**config.mk**
```make
export PLATFORM = sky130hd
export DESIGN_NAME = ps2_key_tracker
export DESIGN_NICKNAME = d
export VERILOG_FILES = /design/src/rtl/ps2_key_tracker_pkg.sv /design/src/rtl/ps2_rx.sv /design/src/rtl/ps2_key_tracker.sv
export SDC_FILE = /design/constraint.sdc
export NUM_CORES = 1
export LEC_CHECK = 0
export CORE_ASPECT_RATIO = 1.1
export CORE_UTILIZATION = 60
export CTS_CLUSTER_DIAMETER = 60
export DETAILED_ROUTE_END_ITERATION = 10
export PLACE_DENSITY = 0.92
export RECOVER_POWER = 50
export SYNTH_ARGS = -nofsm -noshare
export SYNTH_HDL_FRONTEND = slang
export SYNTH_SLANG_ARGS = --single-unit
```
**constraint.sdc**
```tcl
create_clock -name clk -period 4.8 [get_ports clk]
set_input_delay 0.48 -clock clk [delete_from_list [all_inputs] [get_ports clk]]
set_output_delay 0.48 -clock clk [all_outputs]
set_load 0.01 [all_outputs]
```
**src/rtl/ps2_key_tracker_pkg.sv**
```systemverilog
// Shared PS/2 definitions: key_state bit positions, set-2 scan codes and the
// receiver state encoding used by the front end and the move decoder.
package ps2_key_tracker_pkg;

  localparam int KS_LEFT  = 0;
  localparam int KS_UP    = 1;
  localparam int KS_RIGHT = 2;
  localparam int KS_DOWN  = 3;
  localparam int KS_JUMP  = 4;

  localparam logic [7:0] SC_BREAK = 8'hF0;
  localparam logic [7:0] SC_EXT   = 8'hE0;
  localparam logic [7:0] SC_BAT   = 8'hAA;
  localparam logic [7:0] SC_BATF  = 8'hFC;
  localparam logic [7:0] SC_ERR0  = 8'h00;
  localparam logic [7:0] SC_ERRF  = 8'hFF;

  localparam logic [7:0] SC_A     = 8'h1C;
  localparam logic [7:0] SC_W     = 8'h1D;
  localparam logic [7:0] SC_D     = 8'h23;
  localparam logic [7:0] SC_S     = 8'h1B;
  localparam logic [7:0] SC_SPACE = 8'h29;
  localparam logic [7:0] SC_LEFT  = 8'h6B;
  localparam logic [7:0] SC_UP    = 8'h75;
  localparam logic [7:0] SC_RIGHT = 8'h74;
  localparam logic [7:0] SC_DOWN  = 8'h72;

  typedef enum logic [1:0] {
    RX_IDLE   = 2'd0,
    RX_DATA   = 2'd1,
    RX_PARITY = 2'd2,
    RX_STOP   = 2'd3
  } rx_state_e;

endpackage

```
**src/rtl/ps2_rx.sv**
```systemverilog
// PS/2 device-to-host frame receiver: pin synchronizers, falling-edge detect,
// start/data/parity/stop FSM and an inactivity timeout.
module ps2_rx
  import ps2_key_tracker_pkg::*;
#(
  parameter int FRAME_TIMEOUT = 200000
) (
  input  logic       clk,
  input  logic       rst_n,
  input  logic       ps2_clk,
  input  logic       ps2_data,
  output logic [7:0] rx_byte,
  output logic       rx_valid,
  output logic       rx_err,
  output logic [1:0] state_dbg
);

  localparam int TW = $clog2(FRAME_TIMEOUT + 1);

  logic       clk_s1_q, clk_s1_d, clk_s2_q, clk_s2_d, clk_prev_q, clk_prev_d;
  logic       dat_s1_q, dat_s1_d, dat_s2_q, dat_s2_d;
  rx_state_e  state_q, state_d;
  logic [7:0] shift_q, shift_d;
  logic [2:0] bcnt_q, bcnt_d;
  logic [TW-1:0] tcnt_q, tcnt_d;
  logic [7:0] byte_q, byte_d;
  logic       valid_q, valid_d, err_q, err_d;
  logic       fall;

  // rx_valid and rx_err are single-cycle strobes with no ready: the consumer
  // must take rx_byte in the cycle rx_valid is high or the byte is lost.
  always_comb begin
    clk_s1_d   = ps2_clk;
    clk_s2_d   = clk_s1_q;
    clk_prev_d = clk_s2_q;
    dat_s1_d   = ps2_data;
    dat_s2_d   = dat_s1_q;
    fall       = clk_prev_q & ~clk_s2_q;
    state_d    = state_q;
    shift_d    = shift_q;
    bcnt_d     = bcnt_q;
    byte_d     = byte_q;
    valid_d    = 1'b0;
    err_d      = 1'b0;
    tcnt_d     = (state_q == RX_IDLE || fall) ? '0 : tcnt_q + TW'(1);
    if (fall) begin
      case (state_q)
        RX_IDLE: begin
          // A high data line on a clock edge is treated as line noise.
          if (!dat_s2_q) begin
            state_d = RX_DATA;
            bcnt_d  = 3'd0;
          end
        end
        RX_DATA: begin
          shift_d = {dat_s2_q, shift_q[7:1]};
          bcnt_d  = bcnt_q + 3'd1;
          if (bcnt_q == 3'd7) state_d = RX_PARITY;
        end
        RX_PARITY: begin
          if (^{shift_q, dat_s2_q}) begin
            state_d = RX_STOP;
          end else begin
            state_d = RX_IDLE;
            err_d   = 1'b1;
          end
        end
        RX_STOP: begin
          state_d = RX_IDLE;
          if (dat_s2_q) begin
            byte_d  = shift_q;
            valid_d = 1'b1;
          end else begin
            err_d = 1'b1;
          end
        end
        default: state_d = RX_IDLE;
      endcase
    end else if (state_q != RX_IDLE && tcnt_q == TW'(FRAME_TIMEOUT - 1)) begin
      // Edge handling takes priority, so a frame finishing on the expiry cycle wins.
      state_d = RX_IDLE;
      err_d   = 1'b1;
    end
  end

  always_ff @(posedge clk) begin
    if (!rst_n) begin
      clk_s1_q   <= 1'b1;
      clk_s2_q   <= 1'b1;
      clk_prev_q <= 1'b1;
      dat_s1_q   <= 1'b1;
      dat_s2_q   <= 1'b1;
      state_q    <= RX_IDLE;
      shift_q    <= '0;
      bcnt_q     <= '0;
      tcnt_q     <= '0;
      byte_q     <= '0;
      valid_q    <= 1'b0;
      err_q      <= 1'b0;
    end else begin
      clk_s1_q   <= clk_s1_d;
      clk_s2_q   <= clk_s2_d;
      clk_prev_q <= clk_prev_d;
      dat_s1_q   <= dat_s1_d;
      dat_s2_q   <= dat_s2_d;
      state_q    <= state_d;
      shift_q    <= shift_d;
      bcnt_q     <= bcnt_d;
      tcnt_q     <= tcnt_d;
      byte_q     <= byte_d;
      valid_q    <= valid_d;
      err_q      <= err_d;
    end
  end

  assign rx_byte   = byte_q;
  assign rx_valid  = valid_q;
  assign rx_err    = err_q;
  assign state_dbg = state_q;

endmodule

```
**src/rtl/ps2_key_tracker.sv**
```systemverilog
// PS/2 keyboard front end: receives scan-code bytes and tracks which game keys
// are held, merging the letter and arrow clusters into key_state.
module ps2_key_tracker
  import ps2_key_tracker_pkg::*;
#(
  parameter int FRAME_TIMEOUT = 200000
) (
  input  logic       clk,
  input  logic       rst_n,
  input  logic       ps2_clk,
  input  logic       ps2_data,
  output logic [4:0] key_state,
  output logic [7:0] rx_byte,
  output logic       rx_valid,
  output logic       rx_err,
  output logic [1:0] rx_state
);

  logic       brk_q, brk_d, ext_q, ext_d;
  logic [4:0] letter_q, letter_d;
  logic [3:0] arrow_q, arrow_d;

  ps2_rx #(.FRAME_TIMEOUT(FRAME_TIMEOUT)) u_rx (
    .clk       (clk),
    .rst_n     (rst_n),
    .ps2_clk   (ps2_clk),
    .ps2_data  (ps2_data),
    .rx_byte   (rx_byte),
    .rx_valid  (rx_valid),
    .rx_err    (rx_err),
    .state_dbg (rx_state)
  );

  always_comb begin
    brk_d    = brk_q;
    ext_d    = ext_q;
    letter_d = letter_q;
    arrow_d  = arrow_q;
    if (rx_valid) begin
      case (rx_byte)
        SC_BREAK: brk_d = 1'b1;
        SC_EXT:   ext_d = 1'b1;
        SC_BAT, SC_BATF, SC_ERR0, SC_ERRF: begin
          brk_d    = 1'b0;
          ext_d    = 1'b0;
          letter_d = '0;
          arrow_d  = '0;
        end
        default: begin
          // Prefixes apply to exactly one following code, mapped or not.
          brk_d = 1'b0;
          ext_d = 1'b0;
          if (ext_q) begin
            case (rx_byte)
              SC_LEFT:  arrow_d[KS_LEFT]  = ~brk_q;
              SC_UP:    arrow_d[KS_UP]    = ~brk_q;
              SC_RIGHT: arrow_d[KS_RIGHT] = ~brk_q;
              SC_DOWN:  arrow_d[KS_DOWN]  = ~brk_q;
              default:  ;
            endcase
          end else begin
            case (rx_byte)
              SC_A:     letter_d[KS_LEFT]  = ~brk_q;
              SC_W:     letter_d[KS_UP]    = ~brk_q;
              SC_D:     letter_d[KS_RIGHT] = ~brk_q;
              SC_S:     letter_d[KS_DOWN]  = ~brk_q;
              SC_SPACE: letter_d[KS_JUMP]  = ~brk_q;
              default:  ;
            endcase
          end
        end
      endcase
    end
  end

  always_ff @(posedge clk) begin
    if (!rst_n) begin
      brk_q    <= 1'b0;
      ext_q    <= 1'b0;
      letter_q <= '0;
      arrow_q  <= '0;
    end else begin
      brk_q    <= brk_d;
      ext_q    <= ext_d;
      letter_q <= letter_d;
      arrow_q  <= arrow_d;
    end
  end

  assign key_state = letter_q | {1'b0, arrow_q};

endmodule

```
# [Word level (Yosys, flattened, before mapping)]
# Index checks and enable logic that the tools add are counted.
[classes] add_sub_neg=2 n_reduce_logical=37 eq_ne=23 mux=29 n_bitwise=8
[op_table] cell="8-bit equality test (second input constant)" n=5
[op_table] cell="4-bit AND reduction" n=9
[op_table] cell="8-bit by 7-bit equality test with 1-bit output (second input constant)" n=4
[op_table] cell="2-bit nonzero test" n=13
[op_table] cell="8-bit by 5-bit equality test with 1-bit output (second input constant)" n=3
[op_table] cell="18-bit by 1-bit adder with 18-bit output (second input constant)" n=1
[op_table] cell="18-bit equality test (second input constant)" n=1
[op_table] cell="8-bit by 6-bit equality test with 1-bit output (second input constant)" n=2
[op_table] cell="1-bit two-way mux" n=14
[op_table] cell="3-bit AND reduction" n=4
[op_table] cell="2-bit two-way mux" n=5
[op_table] cell="5-bit case mux with 2 select lines" n=1
[op_table] cell="9-bit parity" n=1
[op_table] cell="8-bit logical NOT" n=1
[op_table] cell="2-bit case mux with 4 select lines" n=1
[op_table] cell="4-bit case mux with 2 select lines" n=1
[op_table] cell="3-bit != test (second input constant)" n=2
[op_table] cell="1-bit inverter" n=6
[op_table] cell="1-bit case mux with 2 select lines" n=3
[op_table] cell="3-bit case mux with 2 select lines" n=1
[op_table] cell="2-bit AND reduction" n=3
[op_table] cell="5-bit two-way mux" n=1
[op_table] cell="5-bit by 4-bit bitwise OR with 5-bit output" n=1
[op_table] cell="2-bit equality test (second input constant)" n=2
[op_table] cell="13 further kinds" n=14
[word_totals] word_cells=122 reg_bits=57 output_inout_bits=17

# [Longest topological paths before layout]
# Gate-level depths: netlist (run 1).
[logic_depth] depth_word=4 depth_mapped=6 ltp_nobuf=5

# [Hierarchy]
# Synthesis (run 1) repeated with hierarchy kept, for this count alone.
[hier_totals] hier_cells=314 area_unflattened_um2=2747.6
[by_module_without_submodules] module="ps2_rx" area_each_um2=1969.4 seq_area_each_um2=920.9 instances=1 cells_each=215
[by_module_without_submodules] module="ps2_key_tracker" area_each_um2=778.2 seq_area_each_um2=220.2 instances=1 cells_each=99

# [Least setup slack after synthesis (run 1)]
# OpenSTA, ideal clock, no wires.
[synth_path] path_kind="flip-flop to flip-flop" from="register u_rx.state_q[1] (netlist: u_rx.state_dbg[1])" to="register u_rx.state_q[0] (netlist: u_rx.state_dbg[0])" stages_incl_launch_ff=7 n_path_buf=1 path_slack_ns=3.038 required_ns=4.680 period_less_slack_ns=1.762 setup_ns=0.120 arrival_ns=1.643 cell_sequence="dfxtp_1 buf_6 nor2_2 or4_4 o31ai_4 nor2_2 o31a_1"
[synth_between] elab_chain_len=4 word_cells_on_any_way=12
[synth_lines] element="start: declaration" line_no="ps2_rx.sv:22" text="rx_state_e state_q, state_d;"
[synth_lines] element="start signal: assignment" line_no="ps2_rx.sv:106" text="state_q <= state_d;"
[synth_lines] element="parallel branches: the longest is 4 deep, another holds 2-bit case mux with 4 select lines"
# Parallel ways; which one is timed is not known.
# A chain may end at the register's enable or synchronous reset.

# [Final worst setup path (run 1)]
[layout_path] from="register u_rx.byte_q[0] (netlist: u_rx.rx_byte[0])" to="register letter_q[1]"
[layout_between] elab_chain_len=4 word_cells_on_any_way=14
[layout_lines] element="start: declaration" line_no="ps2_rx.sv:26" text="logic [7:0] byte_q, byte_d;"
[layout_lines] element="start signal: assignment" line_no="ps2_rx.sv:110" text="byte_q <= byte_d;"
[layout_lines] element="8-bit equality test / 8-bit logical NOT (equally long branches)" line_no="ps2_key_tracker.sv:40" text="case (rx_byte)"
[layout_lines] element="4-bit OR reduction / 2-bit OR reduction (equally long branches)"
[layout_lines] element="2-bit by 1-bit != test with 1-bit output (no source line) (tied with other cells)"
[layout_lines] element="4-bit AND reduction (no source line)"
[layout_lines] element="end signal: assignment" line_no="ps2_key_tracker.sv:85" text="letter_q <= letter_d;"
[layout_lines] element="end: declaration" line_no="ps2_key_tracker.sv:20" text="logic [4:0] letter_q, letter_d;"
# Several ways; a longest one is shown, not always the timed one.

==> results.json, run 1 <==
{
  "fin_skew_ns": 0.007655,
  "path_clk_slew_ns": 0.06,
  "clockBufferDepth": 2,
  "cpMaxStageDelayCell": "o21ai_0",
  "die_h_um": 71.82,
  "top_usage_layer": "met2",
  "final_antenna_net_count": 0,
  "vias": 2179,
  "syn_area_per_cell_sq_um": 8.863,
  "rrSetupSlack_ns": 1.93,
  "mostFrequentLayoutCell": "dfxtp_1",
  "first_pass_iters": 4,
  "cts_tree": "built",
  "drc": 0,
  "post_cts_buffers": 0,
  "critPathKind": "flop to flop",
  "setup_viol": 0,
  "ir_drop_uv": 227.6,
  "routed_via_density": 5.765,
  "grt_max_degree": 40,
  "root_buffer": "clkbuf_8",
  "cts_made_buffers": 9,
  "rsz0062_at_grt": "false",
  "max_freq_mhz": 348.2,
  "timing.rr.end": "letter_q[1]",
  "met3_usage_pct": 8.280,
  "cp_max_fo": 13,
  "die_area_sq_um": 4702,
  "cts-hold-fix-buffers": 0,
  "antenna_cells": 0,
  "ys_types": 45,
  "ys_ff_latch": 57,
  "yosysWarnings": 0,
  "postSynthNetCount": 307,
  "worstSetupStartpoint": "u_rx.rx_byte[0]",
  "die_w_um": 65.47,
  "status": "finished clean",
  "cp.required_ns": 5.01,
  "fin_tns_setup_ns": 0,
  "worst-path-buf-inv": 0,
  "post-route-period-util_pct": 59.82,
  "hold_end": "u_rx.dat_s2_q",
  "async_reset_ff_share_pct": 0,
  "synth_edf_count": 0,
  "worstHoldPathType": "flop to flop",
  "cts_resized": 0,
  "grt.total_usage_pct": 25.19,
  "nets": 327,
  "cts_sinks": 57,
  "ios": 21,
  "r2r_start": "u_rx.rx_byte[0]",
  "power_density_nw_per_um2": 316.0,
  "tightest_slew_ns": 1.352,
  "fin_util_pct": 71.45,
  "nFillCells": 338,
  "synth_top_flop_cell": "dfxtp_1",
  "antenna_found_initial": 0,
  "drive_gt1_share_pct": 8.025,
  "cp-end-kind": "flop",
  "seq_area_frac_synth_pct": 42.92,
  "critPathMaxStageDelay_ns": 1.06,
  "rows": 25,
  "min_path_cells": 1,
  "htreeDepth": 3,
  "maxCapViolations": 0,
  "crit_arrival_ns": 3.08,
  "grtUsageMet1_pct": 29.66,
  "r2r_cells": 5,
  "core_sq_um": 4285,
  "dp_hpwl_um": 3468,
  "worstHoldStart": "u_rx.dat_s1_q",
  "met2_usage_pct": 42.27,
  "critical-path-top-delay-family": "compound AO/OA/AOI/OAI gates",
  "clock_latency_ns": 0.33,
  "grt_pass1_vias": 2067,
  "start_kind": "flop",
  "final_cell_mix": "57 x dfxtp_1, 33 x nand2_1, 27 x nor2_1",
  "grt-ovfl-total": 0,
  "leakage_nw": 1.027,
  "syn2layout_area_growth_pct": 15.15,
  "finalMaxSlewViolations": 0,
  "grt_pass1_wl_um": 9183,
  "multi_input_area_sq_um": 1420,
  "wl_um": 5255,
  "post-route-min-period_ns": 2.872,
  "wl_per_cell_um": 13.90,
  "initial_utilization_pct": 62.04,
  "finalHoldViolations": 0,
  "seq_area_sq_um": 1141,
  "drtIter0Drc": 150,
  "slew_headroom_pct": 8.891,
  "port-buffer-count": 20,
  "gp_congestion": 0.8195,
  "syn_inst": 300,
  "path_cells": "or4_4 -> o21ai_0 -> nor2_1 -> a32oi_1 -> a21boi_0",
  "netlist_area_sq_um": 2659
}
synthesized netlist by cell type, drive strengths merged (7+ instances only):
cell / n / area [sq um]
xor2: 10 / 87.58
nor3: 11 / 55.05
nor2b: 11 / 68.82
mux2i: 8 / 80.08
clkbuf: 7 / 26.28
a21boi: 19 / 142.6
nand2: 33 / 123.9
xnor2: 12 / 105.1
nand2b: 8 / 50.05
a21oi: 8 / 40.04
nand3: 19 / 95.09
nor2: 30 / 120.1
dfxtp: 57 / 1141
metal layers:
layer | part of all wire (%) | vias up | wire length (um)
met3 | 4.1 | 12 | 214
met2 | 48 | 53 | 2530
met5 | 0 | - | 0
li1 | - | 1082 | -
met1 | 46 | 1032 | 2431
met4 | 1.5 | 0 | 78
per-stage QoR:
stage | total power [W] | instance area (sq um) | instances | hold WS (ns) | setup WS [ns]
after global routing | 0.0009979 | 3062 | 378 | 0.4194 | 1.653
after global placement | 0.0005046 | 2865 | 363 | 0.3880 | 2.046
final | 0.0009676 | 3062 | 378 | 0.4064 | 1.928
after detailed placement | 0.0005049 | 2865 | 363 | 0.3964 | 1.969
after CTS | 0.0009754 | 3079 | 378 | 0.4110 | 2.296
after floorplan | 0.0004993 | 2659 | 300 | 0.3863 | 3.038
registers in the layout, indices dropped and copies added (netlist names), 2 cells and up:
register / flops
u_rx.shift_q: 8
u_rx.rx_byte: 8
u_rx.tcnt_q: 18
arrow_q: 4
u_rx.bcnt_q: 3
letter_q: 5
u_rx.state_dbg: 2
layout make-up:
| type | instances | area share (%) |
|---|---|---|
| clock buffer | 13 | 5.844 |
| clock inverter | 2 | 1.144 |
| inverter | 5 | 0.6130 |
| multi-input combinational | 227 | 46.38 |
| sequential | 57 | 37.27 |
| tap | 54 | 2.207 |
| timing repair buffer | 20 | 6.539 |
worst max-delay path by stage:
| stage | endpoint | cells past startpoint |
|---|---|---|
| floorplan | u_rx.state_dbg[0] | 6 |
| global placement | u_rx.tcnt_q[12] | 3 |
| detailed placement | u_rx.tcnt_q[17] | 3 |
| CTS | u_rx.tcnt_q[17] | 3 |
| global route | letter_q[1] | 5 |
| finish | letter_q[1] | 5 |
cells by family (layout without fill, tap and decap cells):
kind of cell | after synthesis | count (layout) | synth area share, %
xor+xnor | 23 | 23 | 8.094
buf+inv | 16 | 40 | 3.012
compound gates | 41 | 41 | 11.29
simple gates | 152 | 152 | 30.26
fa+ha+maj | 3 | 3 | 1.412
flops | 57 | 57 | 42.92
mux | 8 | 8 | 3.012
power by group:
part | total (W) | switching (W) | internal [W] | leakage (nW)
logic | 0.0000170 | 0.00000831 | 0.00000871 | 0.456
registers | 0.000477 | 0.00000133 | 0.000475 | 0.460
clock network | 0.000474 | 0.000181 | 0.000293 | 0.112
No activity file was read; power rests on OpenSTA's default activity.
==> inputs of run 2 (changes only) <==
--- a/config.mk
+++ b/config.mk
@@ -6,10 +6,10 @@
 export NUM_CORES = 1
 export LEC_CHECK = 0
 export CORE_ASPECT_RATIO = 1.1
-export CORE_UTILIZATION = 60
+export CORE_UTILIZATION = 52
 export CTS_CLUSTER_DIAMETER = 60
 export DETAILED_ROUTE_END_ITERATION = 10
-export PLACE_DENSITY = 0.92
+export PLACE_DENSITY = 0.85
 export RECOVER_POWER = 50
 export SYNTH_ARGS = -nofsm -noshare
 export SYNTH_HDL_FRONTEND = slang
==> constraint.sdc (replaced) <==
create_clock -name clk -period 2.4 [get_ports clk]
set_input_delay 0.24 -clock clk [delete_from_list [all_inputs] [get_ports clk]]
set_output_delay 0.24 -clock clk [all_outputs]
set_load 0.01 [all_outputs]
==> results.json, run 2 (same netlist as run 1, synthesis figures left out) <==
{
  "status": "finished clean",
  "die_area_sq_um": 5404,
  "pwr-share-clk_pct": 49.0,
  "routed_via_density": 5.649,
  "grt_max_degree": 23,
  "worstHoldStart": "u_rx.clk_s1_q",
  "grt.total_usage_pct": 22.22,
  "die_h_um": 77.00,
  "met2_usage_pct": 37.21,
  "fin_skew_ns": 0.007339,
  "cp.required_ns": 2.61,
  "dp_hpwl_um": 3634,
  "multi_input_area_sq_um": 1425,
  "post-route-period-util_pct": 82.68,
  "nFillCells": 396,
  "antenna_cells": 0,
  "p_sw_share_pct": 20.31,
  "timing.rr.end": "arrow_q[3]",
  "initial_utilization_pct": 55.60,
  "worstSetupStartpoint": "u_rx.rx_byte[1]",
  "p_int_w": 0.001548,
  "post-route-min-period_ns": 1.984,
  "regMostFlops": "u_rx.tcnt_q",
  "combPwrFrac_pct": 1.9,
  "cp_max_fo": 9,
  "worstHoldPathType": "flop to flop",
  "clock_latency_ns": 0.33,
  "total_power_w": 0.001942,
  "r2r_cells": 5,
  "first_pass_iters": 4,
  "cts-hold-fix-buffers": 0,
  "cp-end-kind": "flop",
  "rsz0062_at_grt": "false",
  "final_cell_mix": "57 x dfxtp_1, 33 x nand2_1, 29 x nor2_1",
  "grt_pass1_vias": 2125,
  "critPathKind": "flop to flop",
  "finalHoldViolations": 0,
  "max_freq_mhz": 503.9,
  "nets": 331,
  "root_buffer": "clkbuf_8",
  "syn2layout_area_growth_pct": 16.28,
  "path_clk_slew_ns": 0.07,
  "slew_headroom_pct": 40.76,
  "wl_per_cell_um": 13.98,
  "antenna_found_initial": 0,
  "finalMaxSlewViolations": 0,
  "gp_congestion": 0.8133,
  "postLayoutCellArea_sq_um": 3092,
  "rrSetupSlack_ns": 0.42,
  "port-buffer-count": 20,
  "cts_sinks": 57,
  "core_sq_um": 4782,
  "cts_tree": "built",
  "fin_tns_setup_ns": 0,
  "grt-ovfl-total": 0,
  "crit_arrival_ns": 2.20,
  "start_kind": "flop",
  "drc": 0,
  "leakage_nw": 1.022,
  "top_usage_layer": "met2",
  "min_path_cells": 1,
  "p_sw_w": 0.0003945,
  "grt_pass1_wl_um": 9591,
  "wl_um": 5381,
  "cts_resized": 0,
  "vias": 2175,
  "ir_drop_uv": 564.9,
  "seq_area_sq_um": 1141,
  "largest_reg_flops": 18,
  "met3_usage_pct": 6.439,
  "setup_viol": 0,
  "hold_end": "u_rx.clk_prev_d",
  "die_w_um": 70.18,
  "power_density_nw_per_um2": 628.2,
  "cts_made_buffers": 9,
  "final_antenna_net_count": 0,
  "ios": 21,
  "drive_gt1_share_pct": 8.207,
  "mostFrequentLayoutCell": "dfxtp_1",
  "tightest_slew_ns": 0.8854,
  "grtUsageMet1_pct": 26.45,
  "clockBufferDepth": 2,
  "place_area_sq_um": 2898,
  "rows": 26,
  "drtIter0Drc": 163,
  "htreeDepth": 3,
  "post_cts_buffers": 0,
  "maxCapViolations": 0,
  "sequentialPowerShare_pct": 49.1,
  "r2r_start": "u_rx.rx_byte[1]"
}
-- run 2: changes by cell type in the layout (fill, tap and decap cells not counted), moves of 2 or more --
| cell | change |
|---|---|
| buf_4 | +3 |
| clkbuf_1 | +2 |
| clkbuf_8 | -4 |
| clkdlybuf4s50_1 | +5 |
| clkinv_2 | +2 |
| dlygate4sd3_1 | -5 |
| nor2_1 | +2 |
| nor2_2 | -2 |
-- run 2: cell type report --
type | count | area share (%)
Sequential cell | 57 | 36.91
Clock buffer | 10 | 4.128
Inverter | 5 | 0.6070
Multi-Input combinational cell | 227 | 46.09
Tap cell | 56 | 2.266
Timing Repair Buffer | 24 | 7.325
Clock inverter | 6 | 2.671
-- run 2: power by group through the flow --
stage               clock, W  sequential, W  combinational [W]
floorplan                  0       0.000974          0.0000251
global placement           0       0.000974          0.0000369
finish              0.000953       0.000953          0.0000368
detailed placement         0       0.000974          0.0000372
global route         0.00103       0.000953          0.0000408
CTS                 0.000973       0.000953          0.0000378
-- run 2: worst max path at each step --
stage                              to  slack, ns  depth (start not counted)
finish                     arrow_q[3]       0.42                          5
global route              letter_q[1]       0.25                          5
global placement    u_rx.state_dbg[0]       0.63                          5
CTS                 u_rx.state_dbg[0]       0.49                          5
floorplan           u_rx.state_dbg[0]       0.64                          6
detailed placement  u_rx.state_dbg[0]       0.56                          5
-- run 2: layer usage --
metal | vias to the layer above | routed length, um
li1 | 1093 | -
met1 | 1004 | 2359
met2 | 69 | 2685
met3 | 9 | 257
met4 | 0 | 78
met5 | - | 0
-- run 2: through the flow --
stage          util [%]  setup slack [ns]  hold slack (ns)  cells
3_3_place_gp      60.60            0.6259           0.3898    369
4_1_cts           64.99            0.4869           0.4073    385
6_report          64.65            0.4156           0.4078    385
3_5_place_dp      60.60            0.5569           0.3916    369
5_1_grt           64.65            0.2542           0.4319    385
2_1_floorplan         -            0.6378           0.3415    300
-- run 2: critical path, stage by stage (launching register included) --
cell and delay (ns):
dfxtp_1 0.40, or4_1 0.55, o21ai_0 0.37, nor2_1 0.21
a32oi_1 0.23, a21boi_0 0.11
